--- config.mk ---
export PLATFORM = sky130hd
export DESIGN_NAME = count_sequencer_flat
export DESIGN_NICKNAME = d
export VERILOG_FILES = /design/src/rtl/count_sequencer_if.sv /design/src/rtl/count_sequencer.sv /design/src/flat_wrapper.sv
export SDC_FILE = /design/constraint.sdc
export NUM_CORES = 1
export LEC_CHECK = 0
export ABC_AREA = 1
export CAP_MARGIN = 10
export CORE_MARGIN = 4
export CORE_UTILIZATION = 52
export DETAILED_ROUTE_END_ITERATION = 10
export PLACE_DENSITY = 0.79
export SLEW_MARGIN = 20
export SYNTH_ARGS = -nofsm -noshare
export SYNTH_HDL_FRONTEND = slang
export SYNTH_SLANG_ARGS = --single-unit
--- constraint.sdc ---
create_clock -name clk -period 1.92 [get_ports clk]
set_clock_uncertainty 0.05 [all_clocks]
set_input_delay 0.576 -clock clk [delete_from_list [all_inputs] [get_ports clk]]
set_output_delay 0.576 -clock clk [all_outputs]
set_load 0.01 [all_outputs]
--- src/rtl/count_sequencer_if.sv ---
// Control/status bundle between system control logic and the count sequencer.
interface count_sequencer_if #(
  parameter int WIDTH   = 4,
  parameter int PRESC_W = 4,
  parameter int WRAP_W  = 8
);
  logic               start;
  logic               stop;
  logic               pause;
  logic [WIDTH-1:0]   limit;
  logic [PRESC_W-1:0] presc;
  logic               auto_reload;
  logic [WIDTH-1:0]   count;
  logic               busy;
  logic               done;
  logic [WRAP_W-1:0]  wraps;
  logic [1:0]         state;

  modport master (
    output start, stop, pause, limit, presc, auto_reload,
    input  count, busy, done, wraps, state
  );

  modport slave (
    input  start, stop, pause, limit, presc, auto_reload,
    output count, busy, done, wraps, state
  );
endinterface

--- src/rtl/count_sequencer.sv ---
// Sequencer for a paced WIDTH-bit up-counter: start/stop/pause control,
// programmable terminal value and prescaler, one-shot or auto-reload.
module count_sequencer #(
  parameter int WIDTH   = 4,
  parameter int PRESC_W = 4,
  parameter int WRAP_W  = 8
) (
  input  logic              clk,
  input  logic              rst,
  count_sequencer_if.slave  bus
);

  typedef enum logic [1:0] {
    IDLE  = 2'b00,
    RUN   = 2'b01,
    PAUSE = 2'b10,
    DONE  = 2'b11
  } state_t;

  state_t             state_q;
  logic [WIDTH-1:0]   count_q;
  logic [PRESC_W-1:0] presc_cnt;
  logic [WIDTH-1:0]   limit_l;
  logic [PRESC_W-1:0] presc_l;
  logic               auto_l;
  logic [WRAP_W-1:0]  wraps_q;
  logic               busy_q;
  logic               done_q;

  // NOTE: all state lives in one clocked block with non-blocking assignments,
  // so every register sees the pre-edge values of the others.
  always_ff @(posedge clk or negedge rst) begin
    if (!rst) begin
      state_q   <= IDLE;
      count_q   <= '0;
      presc_cnt <= '0;
      limit_l   <= '0;
      presc_l   <= '0;
      auto_l    <= 1'b0;
      wraps_q   <= '0;
      busy_q    <= 1'b0;
      done_q    <= 1'b0;
    end else begin
      done_q <= 1'b0;
      case (state_q)
        IDLE, DONE: begin
          if (bus.stop) begin
            state_q <= IDLE;
            count_q <= '0;
            busy_q  <= 1'b0;
          end else if (bus.start) begin
            limit_l   <= bus.limit;
            presc_l   <= bus.presc;
            auto_l    <= bus.auto_reload;
            count_q   <= '0;
            presc_cnt <= '0;
            wraps_q   <= '0;
            busy_q    <= 1'b1;
            state_q   <= RUN;
          end
        end

        RUN, PAUSE: begin
          if (bus.stop) begin
            state_q   <= IDLE;
            count_q   <= '0;
            presc_cnt <= '0;
            busy_q    <= 1'b0;
          end else if (bus.pause) begin
            state_q <= PAUSE;
          end else begin
            // Leaving PAUSE advances on the same edge, so a pause of N cycles
            // delays the sequence by exactly N cycles.
            state_q <= RUN;
            if (presc_cnt == presc_l) begin
              presc_cnt <= '0;
              if (count_q == limit_l) begin
                done_q <= 1'b1;
                if (auto_l) begin
                  count_q <= '0;
                  if (wraps_q != '1) wraps_q <= wraps_q + WRAP_W'(1);
                end else begin
                  state_q <= DONE;
                  busy_q  <= 1'b0;
                end
              end else begin
                count_q <= count_q + WIDTH'(1);
              end
            end else begin
              presc_cnt <= presc_cnt + PRESC_W'(1);
            end
          end
        end

        default: state_q <= IDLE;
      endcase
    end
  end

  assign bus.count = count_q;
  assign bus.busy  = busy_q;
  assign bus.done  = done_q;
  assign bus.wraps = wraps_q;
  assign bus.state = state_q;

endmodule

--- src/flat_wrapper.sv ---
// flat-port wrapper written by rule: the top's interface ports become plain ports
module count_sequencer_flat 
#(
  parameter int WIDTH   = 4,
  parameter int PRESC_W = 4,
  parameter int WRAP_W  = 8
)
  (clk, rst, bus_start, bus_stop, bus_pause, bus_limit, bus_presc, bus_auto_reload, bus_count, bus_busy, bus_done, bus_wraps, bus_state);
  count_sequencer_if #(.WIDTH(WIDTH), .PRESC_W(PRESC_W), .WRAP_W(WRAP_W)) bus_i ();
  input  logic clk;
  input  logic rst;
  input wire logic [$bits(bus_i.start)-1:0] bus_start;
  input wire logic [$bits(bus_i.stop)-1:0] bus_stop;
  input wire logic [$bits(bus_i.pause)-1:0] bus_pause;
  input wire logic [$bits(bus_i.limit)-1:0] bus_limit;
  input wire logic [$bits(bus_i.presc)-1:0] bus_presc;
  input wire logic [$bits(bus_i.auto_reload)-1:0] bus_auto_reload;
  output wire logic [$bits(bus_i.count)-1:0] bus_count;
  output wire logic [$bits(bus_i.busy)-1:0] bus_busy;
  output wire logic [$bits(bus_i.done)-1:0] bus_done;
  output wire logic [$bits(bus_i.wraps)-1:0] bus_wraps;
  output wire logic [$bits(bus_i.state)-1:0] bus_state;
  assign bus_i.start = bus_start;
  assign bus_i.stop = bus_stop;
  assign bus_i.pause = bus_pause;
  assign bus_i.limit = bus_limit;
  assign bus_i.presc = bus_presc;
  assign bus_i.auto_reload = bus_auto_reload;
  assign bus_count = bus_i.count;
  assign bus_busy = bus_i.busy;
  assign bus_done = bus_i.done;
  assign bus_wraps = bus_i.wraps;
  assign bus_state = bus_i.state;
  count_sequencer #(.WIDTH(WIDTH), .PRESC_W(PRESC_W), .WRAP_W(WRAP_W)) u_core (.clk(clk), .rst(rst), .bus(bus_i));
endmodule
Word-level counts from Yosys, hierarchy flattened
Index checks and enable logic that the tools add are counted.
Widths: inputs -> output; s select.
{ "word_totals": {"reg_bits": 29, "latch_bits": 0, "ramBits": 0, "rom_bits": 0, "input_bits": 14, "output_inout_bits": 16, "word_cells": 84, "memories": 0} }
{ "classes": {"addsub": 3, "n_mul": 0, "div_mod_pow": 0, "order_cmp": 0, "eq_ne": 20, "shifts": 0, "muxes": 43, "bitwise": 1, "n_reduce_logical": 8} }
{ "op_table": {"columns": ["cell", "count"], "rows": [
  ["$mux 8", 8],
  ["$mux 4", 11],
  ["$pmux 4 s2", 2],
  ["$pmux 8 s2", 1],
  ["$mux 2", 7],
  ["$mux 1", 12],
  ["$ne 3x3->1 const B", 3],
  ["$add 4x1->4 const B", 2],
  ["$add 8x1->8 const B", 1],
  ["$eq 4x4->1", 2],
  ["$ne 2x1->1 const B", 4],
  ["$ne 2x2->1 const B", 4],
  ["$ne 8x8->1 const B", 1],
  ["$reduce_and 8->1", 1],
  ["$ne 3x2->1 const B", 2],
  ["$reduce_and 3->1", 2],
  ["$reduce_and 5->1", 1],
  ["$eq 2x2->1 const B", 2],
  ["$ne 4x3->1 const B", 1],
  ["$pmux 2 s2", 1],
  ["$reduce_and 4->1", 1],
  ["$reduce_or 2->1", 2],
  ["$eq 2x1->1 const B", 1],
  ["$logic_not 2->1", 1],
  ["2 further kinds", 2]
]} }

Depth between registers and ports, before layout
Gate-level depths: netlist of the first run.
{ "logic_depth": {"word_depth": 8, "ltp_mapped": 10, "ltp_nobuf": 10} }

Worst setup path before layout of the first run
OpenSTA, ideal clock, no wires.
{ "synth_timing": {"path_type": "register -> register", "startpoint": "register u_core.wraps_q[0] (netlist: u_core.bus.wraps[0])", "endpoint": "register u_core.wraps_q[6] (netlist: u_core.bus.wraps[6])", "setup_time_ps": 117, "arrival_time_ps": 1299, "required_time_ps": 1753, "setup_slack_ps": 454, "path_stages_with_launch": 11, "n_path_buf": 0, "synth_period_minus_slack_ps": 1466, "cell_sequence": "dfrtp_1 > ha_1 > nand2_1 > nor2_1 > nand3b_1 > nand2_1 > inv_1 > nand3_4 > nand2_4 > nand2_1 > nand2_1"} }
{ "synth_via": {"elab_chain_len": 8, "elab_cells_between_ends": 11, "cone_classes": "1 x add/sub; 2 x eq/ne; 7 x mux; 1 x reduce/logical"} }
{ "synth_rtl": {"columns": ["element", "line_no", "text"], "rows": [
  ["start: declaration", "count_sequencer.sv:26", "logic [WRAP_W-1:0] wraps_q;"],
  ["start signal: assignment", "count_sequencer.sv:81", "if (wraps_q != '1) wraps_q <= wraps_q + WRAP_W'(1);"],
  ["$add 8x1->8", "count_sequencer.sv:81", null],
  ["$mux 8", "count_sequencer.sv:81", null],
  ["$mux 8", "count_sequencer.sv:79", "if (auto_l) begin"],
  ["$mux 8", "count_sequencer.sv:77", "if (count_q == limit_l) begin"],
  ["$mux 8", "count_sequencer.sv:75", "if (presc_cnt == presc_l) begin"],
  ["$mux 8", "count_sequencer.sv:69", "end else if (bus.pause) begin"],
  ["$mux 8", "count_sequencer.sv:64", "if (bus.stop) begin"],
  ["$pmux 8 s2", "count_sequencer.sv:45", "case (state_q)"]
]} }
Parallel ways exist; a longest one is shown, timed or not. The select of a mux whose other input is x is not followed.
A chain may end at the register's enable or synchronous reset.

Worst setup path in the final report of the first run
{ "layout_timing": {"startpoint": "register u_core.state_q[1] (netlist: u_core.bus.state[1])", "endpoint": "output bus_state[1]"} }
{ "layout_lines": {"columns": ["element", "line_no", "text"], "rows": [
  ["start: declaration", "count_sequencer.sv:20", "state_t state_q;"],
  ["start signal: assignment", "count_sequencer.sv:34", "state_q <= IDLE;"],
  ["start signal: assignment", "count_sequencer.sv:48", "state_q <= IDLE;"],
  ["start signal: assignment", "count_sequencer.sv:59", "state_q <= RUN;"],
  ["end: declaration", "flat_wrapper.sv:22", "output wire logic [$bits(bus_i.state)-1:0] bus_state;"]
]} }
No word-level cell between the ends.

==> flow_metrics.tcl, run 1 <==
set metrics [dict create \
    largest_net_degree_at_the_start_of_global_routing 30 \
    antenna_left 0 \
    critPathRequiredTime_ns 1.29 \
    num_vias 1617 \
    critical_path_cell_count 1 \
    die_height_um 64.6 \
    p_r_area_growth_vs_syn_pct 33.2 \
    clock_insertion_delay_worst_skew_ns 0.33 \
    detail_route.first_pass.iterations 4 \
    holdPathStages 2 \
    launching_point_of_the_worst_reg2reg_path "u_core.bus.wraps[0]$_DFFE_PN0P_" \
    yosys_warnings 0 \
    power.switching_uw 472 \
    timing.final.crit_period_ns 1.86 \
    crit_chain "clkdlybuf4s50_1" \
    synth_top_family_by_area "simple AND/OR/NAND/NOR gates" \
    drc_errors 0 \
    post_synth_adder_cell_area 0.0226 \
    pwr-share-comb 0.257 \
    hold-worst-slack_ns 0.481 \
    die_width_um 64.6 \
    max_freq_ghz 0.537 \
    htree_num_levels 2 \
    maxSlewHeadroom 0.761 \
    worst_reg_to_reg_cells 11 \
    first_pass_grt_wire_length_um 6250 \
    multiplexer_share_of_the_synthesized_area 0.00677 \
    finalWorstSetupSlack_ns 0.0592 \
    initial_antenna_violation_count 0 \
    hold_path.startpoint "u_core.bus.busy$_DFFE_PN0P_" \
    reg_to_reg_setup_timing_slack_ns 0.24 \
    tightestPinTransition_ns 0.358 \
    rsz0062_at_grt "false" \
    clock_tree.root_cell "sky130_fd_sc_hd__clkbuf_4" \
    std_cell_rows 20 \
    pwr_density_cell_nw_per_um2 654 \
    clockBufferDepth 2 \
    layoutNonFillerInstCount 325 \
    ys_types 25 \
    critical_path.startpoint_type "flip-flop" \
    power_report.internal_total_uw 979 \
    layout.filler_cells 269 \
    routabilityCongestion 0.822 \
    syn_inst 226 \
    yosys-top-cells-area "sky130_fd_sc_hd__dfrtp_1 44%, sky130_fd_sc_hd__nand2_1 17%, sky130_fd_sc_hd__inv_1 6.3%" \
    post_drt_wl_per_cell_um 11.4 \
    crit_slowest_cell "sky130_fd_sc_hd__clkdlybuf4s50_1" \
    syn_nets 243 \
    worst_vdd_ir_mv 0.408 \
    dp_cells 305 \
    synth_largest_type_area_fraction 0.436 \
    first_global_vias 1507 \
    grt.overflow.total 0 \
    first_iter_violations 74 \
    pwr-share-seq 0.498 \
    detailed_place.area_um2 2060 \
    register_area_um2 726 \
    mappedNetlistArea_um2 1660 \
    timing.critical_path.fanout_max 2 \
    netlist.top_cell.by_area "sky130_fd_sc_hd__dfrtp_1" \
    yosys_register_bits 29 \
    cp_peak_stage_delay_ns 0.54 \
    multi_input_area_um2 798 \
    endpoint_kind "primary output" \
    p_leak_uw 0.00125 \
    antennaDiodeCount 0 \
    max_cap_violations 0 \
    drt_wl_total_um 3720 \
    core_area_um2 3050 \
    crit_buf_inv 1 \
    post_route_cells_drive_above_1_share 0.139 \
    preCtsSetupSlack_ns -0.135 \
    cts_num_sinks 29 \
    nets 297 \
    die_area_um2 4170 \
    cts_tree "yes" \
    syn_area_per_cell_um2 7.36 \
    detailed_place_hpwl_um 2620 \
    critical-path-top-delay-family "buffers and inverters" \
    status "completed" \
    port-buffer-count 29 \
    p_sw_frac 0.326 \
    floorplan.initialDensity 0.545 \
    synth-seq-area-share 0.436 \
    final-hold-violation-count 0 \
    setup-violations-final 0 \
    worst_setup_hold_path_clk_slew_ns 0.09 \
    share_clk_of_total_power 0.245 \
    global_route.usage.total 0.195 \
    post-route-period-util 0.969 \
    synth_compound_area_frac 0.0729 \
    synth-simple-area-share 0.362 \
    report.final.slew_viol_count 0 \
    crit_reg_reg_endpoint "u_core.bus.wraps[1]$_DFFE_PN0P_" \
    critPathKind "flip-flop to primary output" \
    boundaryPins 30 \
    crit_arrival_ns 1.23 \
    cts_hold_buf 0 \
    cts_buffers 5 \
    min_to "u_core.bus.busy$_DFFE_PN0P_" \
    via_per_inst 4.98 \
    min_path_type "flip-flop to flip-flop" \
    synthXorXnorAreaFrac 0.0158 \
    design_area_um2 2220 \
]
## how the worst max path moves through the flow
stage                                          from                               to  slack (ns)
CTS                 u_core.bus.state[0]$_DFFE_PN0N_                     bus_state[0]      0.0002
floorplan           u_core.bus.wraps[0]$_DFFE_PN0P_  u_core.bus.wraps[6]$_DFFE_PN0P_        0.45
global route        u_core.bus.wraps[1]$_DFFE_PN0P_                     bus_wraps[1]       0.008
detailed placement                         bus_stop  u_core.bus.count[3]$_DFFE_PN0P_       -0.13
global placement                           bus_stop  u_core.bus.count[0]$_DFFE_PN0P_       -0.12
finish              u_core.bus.state[1]$_DFFE_PN0N_                     bus_state[1]        0.06
## stage by stage
step | util | TNS, ns | total power [uW]
after floorplan | - | 0 | 954
after global placement | 0.675 | -0.920 | 1080
after detailed placement | 0.675 | -1.20 | 1090
after CTS | 0.719 | 0 | 1460
after global routing | 0.726 | 0 | 1560
final | 0.726 | 0 | 1450
## power by group through the flow
stage | clock network (uW) | registers, uW | logic, uW
6_report | 356 | 723 | 372
5_1_grt | 402 | 733 | 422
4_1_cts | 367 | 724 | 374
3_5_place_dp | 0 | 745 | 346
3_3_place_gp | 0 | 744 | 339
2_1_floorplan | 0 | 741 | 214
## placed cells by master (no fill, tap or decap), types with 4 or more instances in the layout
cell type	n
sky130_fd_sc_hd__inv_1	28
sky130_fd_sc_hd__dfrtp_1	29
sky130_fd_sc_hd__clkbuf_4	5
sky130_fd_sc_hd__nand3_1	15
sky130_fd_sc_hd__o21ai_0	7
sky130_fd_sc_hd__nor2_1	28
sky130_fd_sc_hd__a21oi_1	13
sky130_fd_sc_hd__nand2_1	76
sky130_fd_sc_hd__clkdlybuf4s50_1	22
sky130_fd_sc_hd__buf_4	20
sky130_fd_sc_hd__nor3_1	4
sky130_fd_sc_hd__dlymetal6s2s_1	6
## cell type report
cell class / count / area share
multi-input combinational: 164 / 0.360
sequential: 29 / 0.327
timing repair buffer: 50 / 0.214
inverter: 30 / 0.0508
tap: 44 / 0.0248
clock buffer: 6 / 0.0186
clock inverter: 2 / 0.00451
## Yosys cell counts (all sizes together)
cell	n
nand4	1
nor3	4
o22ai	1
dfrtp	29
nor3b	1
nor2	30
xor2	3
o21ai	7
nand3	16
nand3b	1
a21oi	13
nand2	81
ha	3
o211ai	1
mux2	1
buf	3
inv	30
o21a	1
## cells by family (layout without fill, tap and decap cells)
| group | count (synthesis) | after routing |
|---|---|---|
| buffers and inverters | 33 | 88 |
| DFF | 29 | 29 |
| and+or+nand+nor | 134 | 134 |
| muxes | 1 | 1 |
| adders and majority gates | 3 | 3 |
| xor gates and xnor gates | 3 | 3 |
| AOI/OAI and AO/OA | 23 | 23 |
## timing repair
action / in CTS / in global routing
gates resized for setup: 1 / 6
setup endpoints to repair: 12 / 7
endpoints found under the hold margin: 0 / 0
buffers inserted: 11 / 1
## per-layer routing
layer / vias to the layer above / routed length, um / share of wire / track usage
li1: 822 / - / - / -
met1: 762 / 1730 / 0.47 / 0.233
met2: 28 / 1770 / 0.48 / 0.330
met3: 5 / 159 / 0.043 / 0.0607
met4: 0 / 58 / 0.016 / 0.0739
met5: - / 0 / 0 / 0
## flip-flops by register name, indices dropped and copies added (netlist names)
| signal | flops |
|---|---|
| u_core.bus.count | 4 |
| u_core.bus.state | 2 |
| u_core.bus.done | 1 |
| u_core.presc_cnt | 4 |
| u_core.bus.busy | 1 |
| u_core.limit_l | 4 |
| u_core.presc_l | 4 |
| u_core.auto_l | 1 |
| u_core.bus.wraps | 8 |
(Power assumes the default switching activity.)
==> inputs of run 2 (changes only) <==
--- a/constraint.sdc
+++ b/constraint.sdc
@@ -4,2 +4,2 @@
 set_output_delay 0.576 -clock clk [all_outputs]
-set_load 0.01 [all_outputs]
+set_load 0.05 [all_outputs]
==> flow_metrics.tcl, run 2 (synthesis results as in run 1) <==
set metrics [dict create \
    maxSlewHeadroom 0.759 \
    power.switching_uw 535 \
    drt_wl_total_um 3720 \
    clock_tree.root_cell "sky130_fd_sc_hd__clkbuf_4" \
    clockBufferDepth 2 \
    max_freq_ghz 0.561 \
    core_area_um2 3050 \
    die_area_um2 4170 \
    critPathRequiredTime_ns 2.15 \
    post-route-period-util 0.928 \
    worst_setup_hold_path_clk_slew_ns 0.09 \
    critical-path-top-delay-family "buffers and inverters" \
    detail_route.first_pass.iterations 4 \
    cts.repair_timing.setup_buffer_count 0 \
    first_iter_violations 88 \
    clock_insertion_delay_worst_skew_ns 0.34 \
    std_cell_rows 20 \
    route.top_layer_used "met4" \
    power_report.internal_total_uw 1160 \
    cts_hold_buf 0 \
    number_of_flip_flops_in_the_largest_register 8 \
    crit_buf_inv 4 \
    design_power_total_uw 1700 \
    via_per_inst 5.00 \
    finalCoreUtilization 0.745 \
    first_pass_grt_wire_length_um 6450 \
    drt-met1-wl_um 1550 \
    die_width_um 64.6 \
    die_height_um 64.6 \
    htree_num_levels 2 \
    first_global_vias 1493 \
    crit_slowest_cell "sky130_fd_sc_hd__clkdlybuf4s50_1" \
    initial_antenna_violation_count 0 \
    setup-violations-final 0 \
    report.final.slew_viol_count 0 \
    critPathKind "input port to flip-flop" \
    cts_tree "yes" \
    num_vias 1560 \
    largest_net_degree_at_the_start_of_global_routing 30 \
    min_path_type "flip-flop to flip-flop" \
    drc_errors 0 \
    grt.overflow.total 0 \
    mostFrequentLayoutCell "sky130_fd_sc_hd__nand2_1" \
    met2_length_um 1910 \
    p_r_area_growth_vs_syn_pct 36.7 \
    status "completed" \
    endpoint_kind "flip-flop" \
    global_route.usage.total 0.201 \
    nets 284 \
    antenna_left 0 \
    share_clk_of_total_power 0.315 \
    timing.critical_path.fanout_max 4 \
    final_cell_mix "76 x sky130_fd_sc_hd__nand2_1, 29 x sky130_fd_sc_hd__dfrtp_1, 28 x sky130_fd_sc_hd__inv_1, 28 x sky130_fd_sc_hd__nor2_1" \
    cts_num_sinks 29 \
    worst_vdd_ir_mv 0.537 \
    tightestPinTransition_ns 0.361 \
    crit_arrival_ns 2.01 \
    pwr_density_cell_nw_per_um2 746 \
    detailed_place_hpwl_um 2740 \
    final-hold-violation-count 0 \
    port-buffer-count 29 \
    cts_buffers 5 \
    p_leak_uw 0.00116 \
    critical-path-top-cell-by-count "sky130_fd_sc_hd__nand2_1" \
    p_sw_frac 0.315 \
    routabilityCongestion 0.823 \
    detailroute.wirelength.met3_um 200 \
    crit_chain "clkdlybuf4s50_1 -> buf_4 -> inv_1 -> nand2_1 -> o21ai_0 -> inv_1 -> nand2_1 -> nor2_1 -> nand2_1 -> nand2_1" \
    cp_peak_stage_delay_ns 0.51 \
    pwr-share-comb 0.249 \
    cts_resized 0 \
    boundaryPins 30 \
    rsz0062_at_grt "false" \
    max_cap_violations 0 \
    timing.final.crit_period_ns 1.78 \
    post_route_cells_drive_above_1_share 0.157 \
    critical_path.startpoint_type "input port" \
    post_drt_wl_per_cell_um 11.9 \
    floorplan.initialDensity 0.545 \
    pwr-share-seq 0.436 \
    antennaDiodeCount 0 \
]
[run 2: per-layer routing]
metal	vias to the layer above	track usage
li1	787	-
met3	5	0.0537
met2	43	0.351
met1	725	0.237
met4	0	0.0739
met5	-	0
[run 2: worst register-to-register path, cell delays in order (launching register included)]
cell                       delay [ns]
sky130_fd_sc_hd__dfrtp_1         0.47
sky130_fd_sc_hd__ha_1            0.20
sky130_fd_sc_hd__nand2_1         0.11
sky130_fd_sc_hd__nor2_1          0.17
sky130_fd_sc_hd__nand3b_1        0.09
sky130_fd_sc_hd__nand2_1         0.06
sky130_fd_sc_hd__inv_1           0.06
sky130_fd_sc_hd__nand3_4         0.15
sky130_fd_sc_hd__nand2_4         0.10
sky130_fd_sc_hd__nand2_1         0.08
sky130_fd_sc_hd__nand2_1         0.06
[run 2: worst paths after layout]
check	from	end	slack, ns	cells after the start
max reg2reg	u_core.bus.wraps[0]$_DFFE_PN0P_	u_core.bus.wraps[6]$_DFFE_PN0P_	0.21	10
max	bus_stop	u_core.bus.count[1]$_DFFE_PN0P_	0.14	10
min	u_core.bus.busy$_DFFE_PN0P_	u_core.bus.busy$_DFFE_PN0P_	0.48	2
max in group asynchronous	rst	u_core.bus.wraps[3]$_DFFE_PN0P_	0.99	2
min in group asynchronous	rst	u_core.limit_l[1]$_DFFE_PN0P_	0.56	2
min reg2reg	u_core.bus.busy$_DFFE_PN0P_	u_core.bus.busy$_DFFE_PN0P_	0.48	2
[run 2: power by group through the flow]
stage | clock [uW] | combinational [uW] | sequential (uW)
2_1_floorplan | 0 | 214 | 790
3_3_place_gp | 0 | 412 | 751
3_5_place_dp | 0 | 423 | 752
4_1_cts | 542 | 426 | 740
5_1_grt | 572 | 472 | 752
6_report | 535 | 422 | 740
[run 2: area by class of cell]
class,instances,area (um^2)
timing repair buffer,37,498
sequential,29,726
multi-input combinational,164,798
fill,237,778
clock buffer,7,55.1
inverter,30,113
clock inverter,1,30.0
tap,44,55.1
[run 2: metrics by stage]
step	instances	area, um^2	hold slack, ns	setup TNS (ns)	setup slack (ns)
after floorplan	226	1660	0.230	0	0.117
after global placement	304	2190	0.469	-0.791	-0.101
after global routing	312	2270	0.518	0	0.0422
after detailed placement	304	2190	0.472	-2.05	-0.188
after CTS	312	2270	0.489	0	0.156
final	312	2270	0.482	0	0.139
